## src/rtl/pipe_tx_scrambler.sv

```systemverilog
// pipe_tx_scrambler
// Transmit-side Gen1/Gen2 data scrambler feeding the PIPE data-width stage.
// Applies the X^16+X^5+X^4+X^3+1 Galois LFSR byte by byte across the active
// lanes, reseeds on COM, freezes on SKP, and bypasses for Gen3 and later.
// All outputs are registered, giving exactly one pclk of latency.

module pipe_tx_scrambler #(
  parameter int pipe_width_gen1 = 8,
  parameter int pipe_width_gen2 = 8,
  parameter int pipe_width_gen3 = 16,
  parameter int pipe_width_gen4 = 32,
  parameter int pipe_width_gen5 = 32
) (
  input  logic        pclk,
  input  logic        reset,
  input  logic [2:0]  generation,
  input  logic        scrambleDisable,
  input  logic [31:0] DataIn,
  input  logic [3:0]  DataK,
  input  logic        DataValid,
  output logic [31:0] scramblerDataOut,
  output logic [3:0]  scramblerDataK,
  output logic        scramblerDataValid
);

  localparam logic [15:0] LFSR_SEED = 16'hFFFF;
  localparam logic [7:0]  SYM_COM   = 8'hBC;
  localparam logic [7:0]  SYM_SKP   = 8'h1C;

  // Runs one byte through the LFSR, LSB first.
  // Returns {advanced lfsr, scrambled byte}.
  function automatic logic [23:0] lfsr_byte(input logic [15:0] seed, input logic [7:0] din);
    logic [15:0] l;
    logic [7:0]  d;
    l = seed;
    d = 8'h00;
    for (int b = 0; b < 8; b++) begin
      d[b] = din[b] ^ l[15];
      l    = {l[14:0], 1'b0} ^ (l[15] ? 16'h0039 : 16'h0000);
    end
    return {l, d};
  endfunction

  // Number of byte lanes carried at a given generation; 0 for invalid codes.
  function automatic int active_bytes(input logic [2:0] gen);
    int n;
    case (gen)
      3'd1:    n = pipe_width_gen1 / 8;
      3'd2:    n = pipe_width_gen2 / 8;
      3'd3:    n = pipe_width_gen3 / 8;
      3'd4:    n = pipe_width_gen4 / 8;
      3'd5:    n = pipe_width_gen5 / 8;
      default: n = 0;
    endcase
    return n;
  endfunction

  logic [15:0] lfsr_r;
  logic [2:0]  prev_gen_r;

  logic [15:0] lfsr_run_s;
  logic [23:0] step_s;
  logic [7:0]  byte_s;
  logic [31:0] data_s;
  logic [3:0]  k_s;
  logic        valid_s;
  int          nbytes_s;

  // Lane-serial scrambling of the current word; LFSR state chains lane to lane.
  always_comb begin
    lfsr_run_s = (generation != prev_gen_r) ? LFSR_SEED : lfsr_r;
    step_s     = 24'h000000;
    byte_s     = 8'h00;
    data_s     = 32'h0000_0000;
    k_s        = 4'b0000;
    valid_s    = 1'b0;
    nbytes_s   = active_bytes(generation);
    case (generation)
      3'd1, 3'd2: begin
        if (DataValid) begin
          valid_s = 1'b1;
          for (int i = 0; i < 4; i++) begin
            if (i < nbytes_s) begin
              byte_s = DataIn[8*i +: 8];
              k_s[i] = DataK[i];
              if (DataK[i] && (byte_s == SYM_COM)) begin
                data_s[8*i +: 8] = byte_s;
                lfsr_run_s       = LFSR_SEED;
              end else if (DataK[i] && (byte_s == SYM_SKP)) begin
                data_s[8*i +: 8] = byte_s;
              end else if (DataK[i]) begin
                step_s           = lfsr_byte(lfsr_run_s, byte_s);
                data_s[8*i +: 8] = byte_s;
                lfsr_run_s       = step_s[23:8];
              end else begin
                step_s           = lfsr_byte(lfsr_run_s, byte_s);
                data_s[8*i +: 8] = scrambleDisable ? byte_s : step_s[7:0];
                lfsr_run_s       = step_s[23:8];
              end
            end else begin
              k_s[i] = 1'b0;
            end
          end
        end else begin
          valid_s = 1'b0;
        end
      end
      3'd3, 3'd4, 3'd5: begin
        if (DataValid) begin
          valid_s = 1'b1;
          for (int i = 0; i < 4; i++) begin
            if (i < nbytes_s) begin
              data_s[8*i +: 8] = DataIn[8*i +: 8];
              k_s[i]           = DataK[i];
            end else begin
              k_s[i] = 1'b0;
            end
          end
        end else begin
          valid_s = 1'b0;
        end
      end
      default: begin
        valid_s = 1'b0;
      end
    endcase
  end

  // Output, LFSR and previous-generation registers.
  always_ff @(posedge pclk) begin
    if (reset) begin
      lfsr_r             <= LFSR_SEED;
      prev_gen_r         <= 3'd0;
      scramblerDataOut   <= 32'h0000_0000;
      scramblerDataK     <= 4'b0000;
      scramblerDataValid <= 1'b0;
    end else begin
      lfsr_r             <= lfsr_run_s;
      prev_gen_r         <= generation;
      scramblerDataOut   <= data_s;
      scramblerDataK     <= k_s;
      scramblerDataValid <= valid_s;
    end
  end

endmodule

```

## config.mk

```make
export PLATFORM = sky130hd
export DESIGN_NAME = pipe_tx_scrambler
export DESIGN_NICKNAME = d
export VERILOG_FILES = /design/src/rtl/pipe_tx_scrambler.sv
export SDC_FILE = /design/constraint.sdc
export NUM_CORES = 1
export LEC_CHECK = 0
export ABC_AREA = 1
export CAP_MARGIN = 20
export CORE_UTILIZATION = 55
export DETAILED_ROUTE_END_ITERATION = 6
export PLACE_DENSITY = 0.86
export SLEW_MARGIN = 20
export SYNTH_ARGS = -nofsm -noshare
export SYNTH_HDL_FRONTEND = slang
export SYNTH_SLANG_ARGS = --single-unit
```

## constraint.sdc

```tcl
create_clock -name pclk -period 4.8 [get_ports pclk]
set_clock_uncertainty 0.05 [all_clocks]
set_input_delay 0.72 -clock pclk [delete_from_list [all_inputs] [get_ports pclk]]
set_output_delay 0.72 -clock pclk [all_outputs]
set_load 0.005 [all_outputs]
```

Word level (Yosys, flattened, before mapping)
Index checks and enable logic that the tools add are counted.
- bits in registers: 56
- input port bits: 43
- word-level logic and storage cells: 195
- output and inout bits: 37
- order comparisons: 4
- bitwise operators: 70
- equality and inequality tests: 14
- reductions and logical operators: 17
- muxes and demuxes: 82
- operators with widths (cell ; count):
    16-bit by 6-bit bitwise XOR with 16-bit output ; 31
    16-bit 2-to-1 mux ; 21
    6-bit 2-to-1 mux ; 32
    8-bit 2-to-1 mux ; 24
    3-bit by 32-bit less-than comparator with 1-bit output (first input constant) ; 2
    32-bit 2-to-1 mux ; 2
    32-bit case mux with 2 select lines ; 1
    8-bit by 5-bit == test with 1-bit output (second input constant) ; 4
    8-bit == test (second input constant) ; 4
    1-bit by 32-bit less-than comparator with 1-bit output (first input constant) ; 1
    2-bit by 32-bit less-than comparator with 1-bit output (first input constant) ; 1
    1-bit bitwise XOR ; 32
    4-bit OR reduction ; 4
    16-bit bitwise XOR ; 1
    3-bit case mux with 3 select lines ; 1
    1-bit logical AND ; 8
    3-bit by 2-bit == test with 1-bit output (second input constant) ; 2
    3-bit == test (second input constant) ; 2
    1-bit inverter ; 6
    2-bit OR reduction ; 3
    5-bit OR reduction ; 1
    3-bit by 1-bit == test with 1-bit output (second input constant) ; 1
    3-bit inequality test ; 1
    3-bit OR reduction ; 1
    1-bit 2-to-1 mux ; 1

Depth between registers and ports, before layout
Gate-level depths: netlist (run 1).
- depth in word-level cells: 87
- mapped depth: 21

Worst setup path after synthesis (run 1)
Ideal clock, no wire load.
- kind: input port to flip-flop
- start: input generation[2]
- end: register lfsr_r[8]
- data arrival time: 2.362 ns
- required time: 4.635 ns
- stages: 18
- library setup time: 0.115 ns
- path slack: 2.273 ns
- path buffers: 0
- cells stage by stage: inv_2 nand2_1 nand2_1 nor2_8 nand2_4 or2_1 nand2_1 nand3_2 nand2_4 inv_2 nand2_1 nand3_1 a21oi_1 nor2_1 o21ai_1 nand2_1 nand2_1 nand2_1
- word-level cells in the longest chain between the ends: 57
- elaborated cells on any way between the ends: 91
- those cells by class: order compare: 4; eq/ne: 6; mux: 47; bitwise: 32; reduce/logical: 2
- RTL lines (item ; RTL line ; RTL):
    start: declaration ; 16 ; input logic [2:0] generation,
    3-bit inequality test ; 71 ; lfsr_run_s = (generation != prev_gen_r) ? LFSR_SEED : lfsr_r;
    16-bit 2-to-1 mux ; 71 ;
    6-bit 2-to-1 mux / 16-bit by 6-bit bitwise XOR with 16-bit output (equally long branches) ; 39 ; l = {l[14:0], 1'b0} ^ (l[15] ? 16'h0039 : 16'h0000);
    16-bit by 6-bit bitwise XOR with 16-bit output / 6-bit 2-to-1 mux (equally long branches) (6 in series) ; 39 ;
    16-bit by 6-bit bitwise XOR with 16-bit output (2 in series) ; 39 ;
    16-bit 2-to-1 mux ; 89 ; end else if (DataK[i] && (byte_s == SYM_SKP)) begin
    16-bit 2-to-1 mux ; 86 ; if (DataK[i] && (byte_s == SYM_COM)) begin
    16-bit 2-to-1 mux ; 83 ; if (i < nbytes_s) begin
    [... 34 more ...] ; -- ;
    16-bit by 6-bit bitwise XOR with 16-bit output (2 in series) ; 39 ;
    16-bit bitwise XOR ; 39 ;
    16-bit by 6-bit bitwise XOR with 16-bit output ; 39 ;
    16-bit 2-to-1 mux ; 89 ;
    16-bit 2-to-1 mux ; 86 ;
    16-bit 2-to-1 mux ; 83 ;
    16-bit 2-to-1 mux ; 80 ; if (DataValid) begin
    16-bit 2-to-1 mux (*) ; 78 ; case (generation)
    end signal: assignment ; 138 ; lfsr_r <= lfsr_run_s;
    end: declaration ; 58 ; logic [15:0] lfsr_r;
Every way passes the cells marked *; elsewhere a longest branch is shown, timed or not. The select of a mux whose other input is x is not followed.
A chain may end at the register's enable or synchronous reset.

Final worst setup path (run 1)
- start: input generation[0]
- end: register lfsr_r[8]
The elaborated chain is that of the path after synthesis.

==> results.sh, run 1 <==
export IMPL_status="complete, no violations"
export IMPL_path_delay_family="simple AND/OR/NAND/NOR gates"
export IMPL_power_switching_uw=347
export IMPL_worst_slack_ns=1.36
export IMPL_fin_crit_sh_pct=71.6
export IMPL_crit_path_end_kind="flip-flop"
export IMPL_internal_power_uw=685
export IMPL_setup_violations=0
export IMPL_io_buffer_count=79
export IMPL_worst_pin_slew_ns=0.819
export IMPL_postCtsResizedCells=0
export IMPL_rr_endpoint="lfsr_r[8]"
export IMPL_syn_inst=588
export IMPL_p_clk_share_pct=27.7
export IMPL_yosysWarnings=0
export IMPL_min_to="lfsr_r[2]"
export IMPL_fin_util_pct=72.0
export IMPL_core_area_mm2=0.00635
export IMPL_cts_tree="yes"
export IMPL_tns_ns=0
export IMPL_syn_to_final_growth_pct=26.4
export IMPL_cts_buffers=5
export IMPL_min_path_type="flip-flop to flip-flop"
export IMPL_grt_pass1_wl_mm=19.1
export IMPL_cts_buffer_depth=2
export IMPL_cap_violations=0
export IMPL_fillers=526
export IMPL_p_comb_share_pct=25.2
export IMPL_clock_root_buffer="clkbuf_8"
export IMPL_dp_hpwl_mm=9.17
export IMPL_routed_wl_mm=12.2
export IMPL_detail_route_first_pass_iterations=6
export IMPL_seq_area_mm2=0.00112
export IMPL_cp_slowest_cell="clkdlybuf4s50_1"
export IMPL_p_seq_share_pct=47.1
export IMPL_post_cts_buffers=0
export IMPL_cp_common_cell="nand2_1"
export IMPL_grt_overflow_total=0
export IMPL_synth_area_per_cell_um2=6.15
export IMPL_cp_max_fo=19
export IMPL_pwr_density_cell_mw_per_mm2=226
export IMPL_worstSetupStartpointType="primary input"
export IMPL_yosysSeqAreaShare_pct=31.0
export IMPL_ys_ff_latch=56
export IMPL_dieHeight_um=83.1
export IMPL_reg2reg_slack_ns=2.00
export IMPL_antenna_found_initial=0
export IMPL_slew_headroom_pct=45.2
export IMPL_cts_htree_levels=2
export IMPL_slew_violations=0
export IMPL_hold_violations=0
export IMPL_fp_row_count=29
export IMPL_path_buf_inv=4
export IMPL_insertion_delay_ns=0.33
export IMPL_initial_core_util_pct=57.0
export IMPL_fmax_mhz=291
export IMPL_dp_slack_ns=1.10
export IMPL_p_leak_uw=0.00223
export IMPL_ant_nets=0
export IMPL_viasPerCell=5.94
export IMPL_drive_above_1_share_pct=6.16
export IMPL_ir_drop_mv=0.211
export IMPL_die_area_mm2=0.00691
export IMPL_drt_iter0_drc=543
export IMPL_min_from="lfsr_r[2]"
export IMPL_critical_path_required_ns=4.98
export IMPL_cts_clk_slew_worst_paths_ns=0.12
export IMPL_crit_type="primary input to flip-flop"
export IMPL_min_period_ns=3.44
export IMPL_critPathArrivalTime_ns=3.62
export IMPL_worstPathCellList="clkdlybuf4s50_1 > xnor2_4 > nand2_4 > inv_2 > nand2_1 > inv_1 > nand2_1 > nand2_1 > inv_1 > nand3_1 > nand3_1 > nand2_1 > nor2_1 > o21ai_1 > nand2_1 > nand2_1 > nand2_1"
export IMPL_reg2regPathDepth=19
export IMPL_fin_nets=708
export IMPL_routedWlPerCell_um=16.4
export IMPL_grt_setup_unrepaired="no"
export IMPL_grt_start_max_net_pins=30
export IMPL_die_w_um=83.1
export IMPL_n_antenna_cell=0
export IMPL_grt_use_total_pct=34.6
export IMPL_cts_hold_buf=0
export IMPL_ios=80
export IMPL_drc=0
export IMPL_slowest_delay_ns=0.54
export IMPL_synth_area_mm2=0.00362
export IMPL_sw_frac_of_total_pct=33.6
export IMPL_vias=4410
export IMPL_gp_congestion=1.08
export IMPL_clock_sinks=56
export IMPL_synth_fp_nets=631
export IMPL_multiInputGateArea_mm2=0.00208
export IMPL_grt_pass1_vias=3966
export IMPL_holdPathStages=4
export IMPL_ys_types=39
export IMPL_reg2reg_from="prev_gen_r[2]"
state kept, by name, summed over array words and instances, names as in the netlist:
| name | count |
|---|---|
| prev_gen_r | 3 |
| lfsr_r | 16 |
| scramblerDataValid | 1 |
| scramblerDataK | 4 |
| scramblerDataOut | 32 |
power by group through the flow:
stage               logic, µW  clock network (µW)  registers, µW
global placement          246                   0            496
CTS                       253                 283            486
detailed placement        251                   0            497
global route              282                 298            488
finish                    261                 286            486
floorplan                 151                   0            496
per-layer routing:
layer  global-route usage [%]  part of all wire, %  up-vias
li1                         -                    -     2050
met1                     43.4                   39     1981
met2                     55.6                   45      329
met3                     9.44                   12       50
met4                     15.5                  3.6        0
met5                        0                    0        -
cells in the final DEF, fill, tap and decap left out, types with 2 or more instances in the layout:
cell type	n
clkinvlp_4	2
xnor2_1	3
buf_4	3
inv_1	86
dfxtp_1	56
nor2_4	5
nor2_1	53
a32oi_1	5
nand2_1	173
clkdlybuf4s50_1	79
clkinv_1	3
nor3_1	6
o211ai_1	6
a22oi_1	4
clkbuf_8	5
a21oi_1	31
nand3_1	46
nand2_4	2
inv_2	10
nand2_2	5
nor4_1	8
a31oi_1	2
o21ai_0	22
nand3_2	2
o21bai_1	2
xor2_1	6
o21ai_1	9
nand4_1	18
or2_1	3
kinds of logic (layout without fill, tap and decap cells):
logic type	Yosys count	count (layout)	share of synthesized area [%]
simple gates	325	325	40.4
buf+inv	111	189	11.7
compound gates	86	86	14.1
flops	56	56	31.0
xor+xnor	10	10	2.94
worst max-delay path by stage:
stage	startpoint	end	slack (ns)	cells past startpoint
global route	generation[0]	lfsr_r[6]	1.15	17
floorplan	generation[2]	lfsr_r[8]	2.27	18
CTS	generation[0]	lfsr_r[8]	1.44	17
finish	generation[0]	lfsr_r[8]	1.36	17
global placement	generation[0]	lfsr_r[8]	1.15	17
detailed placement	generation[0]	lfsr_r[8]	1.10	17
synthesized netlist by cell type (all sizes together):
master | instances | share of area (%)
a32oi | 5 | 1.2
clkbuf | 9 | 0.93
a31oi | 2 | 0.35
buf | 3 | 0.45
nand4 | 18 | 3.1
o21ai | 32 | 4.7
or2 | 4 | 0.69
nor4 | 8 | 1.4
and3 | 1 | 0.17
clkinv | 3 | 0.31
a21oi | 32 | 4.5
inv | 96 | 10
a22oi | 4 | 0.83
xnor2 | 4 | 1.5
nor2 | 59 | 7.6
nand3 | 48 | 6.9
nand2 | 180 | 19
o21bai | 2 | 0.41
xor2 | 6 | 1.5
nor3 | 6 | 0.83
dfxtp | 56 | 31
a311oi | 1 | 0.24
nor3b | 1 | 0.21
o211ai | 7 | 1.6
o22ai | 1 | 0.17
metrics by stage:
| stage | total power [µW] | hold slack, ns | std cells | cell area [µm²] |
|---|---|---|---|---|
| floorplan | 647 | 0.499 | 588 | 3620 |
| global placement | 742 | 0.583 | 735 | 4480 |
| finish | 1030 | 0.616 | 743 | 4570 |
| CTS | 1020 | 0.609 | 743 | 4570 |
| global route | 1070 | 0.678 | 743 | 4570 |
| detailed placement | 748 | 0.580 | 735 | 4480 |
worst register-to-register path, delay by kind of cell (launching register included):
kind | cells | cell delay [ns]
buffers and inverters | 4 | 0.48
AND/OR/NAND/NOR | 14 | 1.70
AO/OA/AOI/OAI | 1 | 0.13
flip-flops | 1 | 0.35
area by class of cell:
cell class                 instances  area share [%]
sequential                        56            24.5
timing repair buffer              82            17.8
inverter                          99            8.13
tap                               77            2.11
multi-input combinational        421            45.4
clock buffer                       5            1.50
clock inverter                     3           0.575
Power figures use the tool's default switching activity.
==> run 2: changes to the inputs <==
CORE_UTILIZATION = 51   (was 55)
PLACE_DENSITY = 0.81   (was 0.86)
clock period = 3.5 ns   (was 4.8 ns; I/O delays follow)
==> results.sh, run 2 (synthesized netlist as in run 1, its figures left out) <==
export IMPL_status="complete, no violations"
export IMPL_routed_wl_mm=12.3
export IMPL_initial_core_util_pct=53.0
export IMPL_n_antenna_cell=0
export IMPL_crit_path_end_kind="flip-flop"
export IMPL_min_from="lfsr_r[1]"
export IMPL_worst_pin_slew_ns=0.802
export IMPL_setup_violations=0
export IMPL_grt_overflow_total=0
export IMPL_ant_nets=0
export IMPL_grt_pass1_vias=3878
export IMPL_critical_path_required_ns=3.67
export IMPL_routedWlPerCell_um=15.9
export IMPL_syn_to_final_growth_pct=29.5
export IMPL_cts_buffer_depth=2
export IMPL_slew_violations=0
export IMPL_reg_largest_list="scramblerDataOut x32, lfsr_r x16, scramblerDataK x4"
export IMPL_clock_sinks=56
export IMPL_grt_start_max_net_pins=29
export IMPL_min_path_type="flip-flop to flip-flop"
export IMPL_die_area_mm2=0.00744
export IMPL_antenna_found_initial=0
export IMPL_fin_crit_sh_pct=92.1
export IMPL_core_area_mm2=0.00683
export IMPL_internal_power_uw=945
export IMPL_p_leak_uw=0.00229
export IMPL_pwr_density_cell_mw_per_mm2=300
export IMPL_insertion_delay_ns=0.32
export IMPL_largest_register_ffs=32
export IMPL_ios=80
export IMPL_grt_pass1_wl_mm=19.1
export IMPL_fillers=655
export IMPL_min_period_ns=3.22
export IMPL_cts_htree_levels=2
export IMPL_reg2regPathDepth=19
export IMPL_crit_type="primary input to flip-flop"
export IMPL_postPlaceCellArea_mm2=0.00460
export IMPL_cts_buffers=5
export IMPL_drive_above_1_share_pct=7.81
export IMPL_dieHeight_um=86.2
export IMPL_cts_tree="yes"
export IMPL_grt_use_total_pct=33.2
export IMPL_fmax_mhz=310
export IMPL_cap_violations=0
export IMPL_postCtsResizedCells=0
export IMPL_regMostFlops="scramblerDataOut"
export IMPL_post_route_cell_area_mm2=0.00469
export IMPL_die_w_um=86.2
export IMPL_fin_nets=721
export IMPL_slew_headroom_pct=46.4
export IMPL_fin_util_pct=68.6
export IMPL_power_switching_uw=462
export IMPL_vias=4312
export IMPL_detail_route_first_pass_iterations=5
export IMPL_p_comb_share_pct=25.9
export IMPL_clock_root_buffer="clkbuf_8"
export IMPL_layout_commonest_cell="nand2_1"
export IMPL_p_seq_share_pct=47.4
export IMPL_p_clk_share_pct=26.7
export IMPL_holdPathStages=4
export IMPL_worstSetupStartpointType="primary input"
export IMPL_fp_row_count=30
export IMPL_hold_violations=0
export IMPL_post_cts_buffers=0
export IMPL_drt_iter0_drc=345
export IMPL_reg2reg_from="prev_gen_r[2]"
export IMPL_mostFrequentLayoutCells="173 x nand2_1, 86 x inv_1, 79 x clkdlybuf4s50_1, 56 x dfxtp_1, 53 x nor2_1"
export IMPL_grt_setup_unrepaired="no"
export IMPL_tns_ns=0
export IMPL_gp_congestion=1.07
export IMPL_critPathArrivalTime_ns=3.39
export IMPL_cts_clk_slew_worst_paths_ns=0.11
export IMPL_viasPerCell=5.56
export IMPL_crit_path_start="generation[1]"
export IMPL_ir_drop_mv=0.196
export IMPL_sw_frac_of_total_pct=32.9
export IMPL_cts_hold_buf=0
export IMPL_drc=0
export IMPL_dp_hpwl_mm=9.46
export IMPL_cp_max_fo=19
export IMPL_io_buffer_count=79
run 2: changes by cell type in the layout (fill, tap and decap cells not counted):
cell        change
buf_4          +13
clkbuf_1        +1
clkinv_2        +1
clkinvlp_4      -2
inv_6           +1
inv_8           -1
run 2: power groups by stage:
stage	logic [µW]	registers (µW)	clock network (µW)
detailed placement	354	681	0
global route	399	669	392
global placement	352	681	0
CTS	356	667	376
floorplan	207	680	0
finish	365	667	375
run 2: final timing paths:
kind	end	slack [ns]
worst min register to register	lfsr_r[1]	0.59
worst min-delay path	lfsr_r[1]	0.59
worst max register to register	lfsr_r[8]	0.73
worst max-delay path	lfsr_r[8]	0.28
run 2: final cells by class:
class,instances,area [µm²],area share [%]
repair buffers,95,911,19.4
inverters,99,372,7.93
multi-input cells,421,2080,44.3
flip-flops and latches,56,1120,23.9
clock inverters,2,13.8,0.294
clock buffers,6,72.6,1.55
well taps,96,120,2.56
run 2: critical path, stage by stage:
cell	delay (ns)
clkdlybuf4s50_1	0.60
inv_2	0.09
nand2_1	0.08
nand2_2	0.08
nor2_8	0.24
nand2_4	0.19
inv_2	0.14
nand2_1	0.17
inv_1	0.14
nand2_1	0.06
nand2_1	0.28
inv_1	0.15
nand3_1	0.13
nand3_1	0.08
nand2_1	0.06
nor2_1	0.05
o21ai_1	0.13
nand2_1	0.08
nand2_1	0.06
nand2_1	0.04
run 2: through the flow:
step	hold WS [ns]	power [µW]	worst slack, ns	instances
detailed placement	0.552	1040	0.00326	767
finish	0.587	1410	0.278	775
global placement	0.555	1030	0.0335	767
CTS	0.579	1400	0.334	775
global route	0.642	1460	0.0614	775
floorplan	0.499	887	1.17	588
run 2: per-layer routing:
metal  GRT usage (%)  wire (µm)  vias to the layer above  part of all wire (%)
li1                -          -                     2066                     -
met1            43.5       5200                     1932                    42
met2            53.4       5510                      270                    45
met4            15.2        457                        0                   3.7
met5               0          0                        -                     0
met3            5.71       1120                       44                   9.1
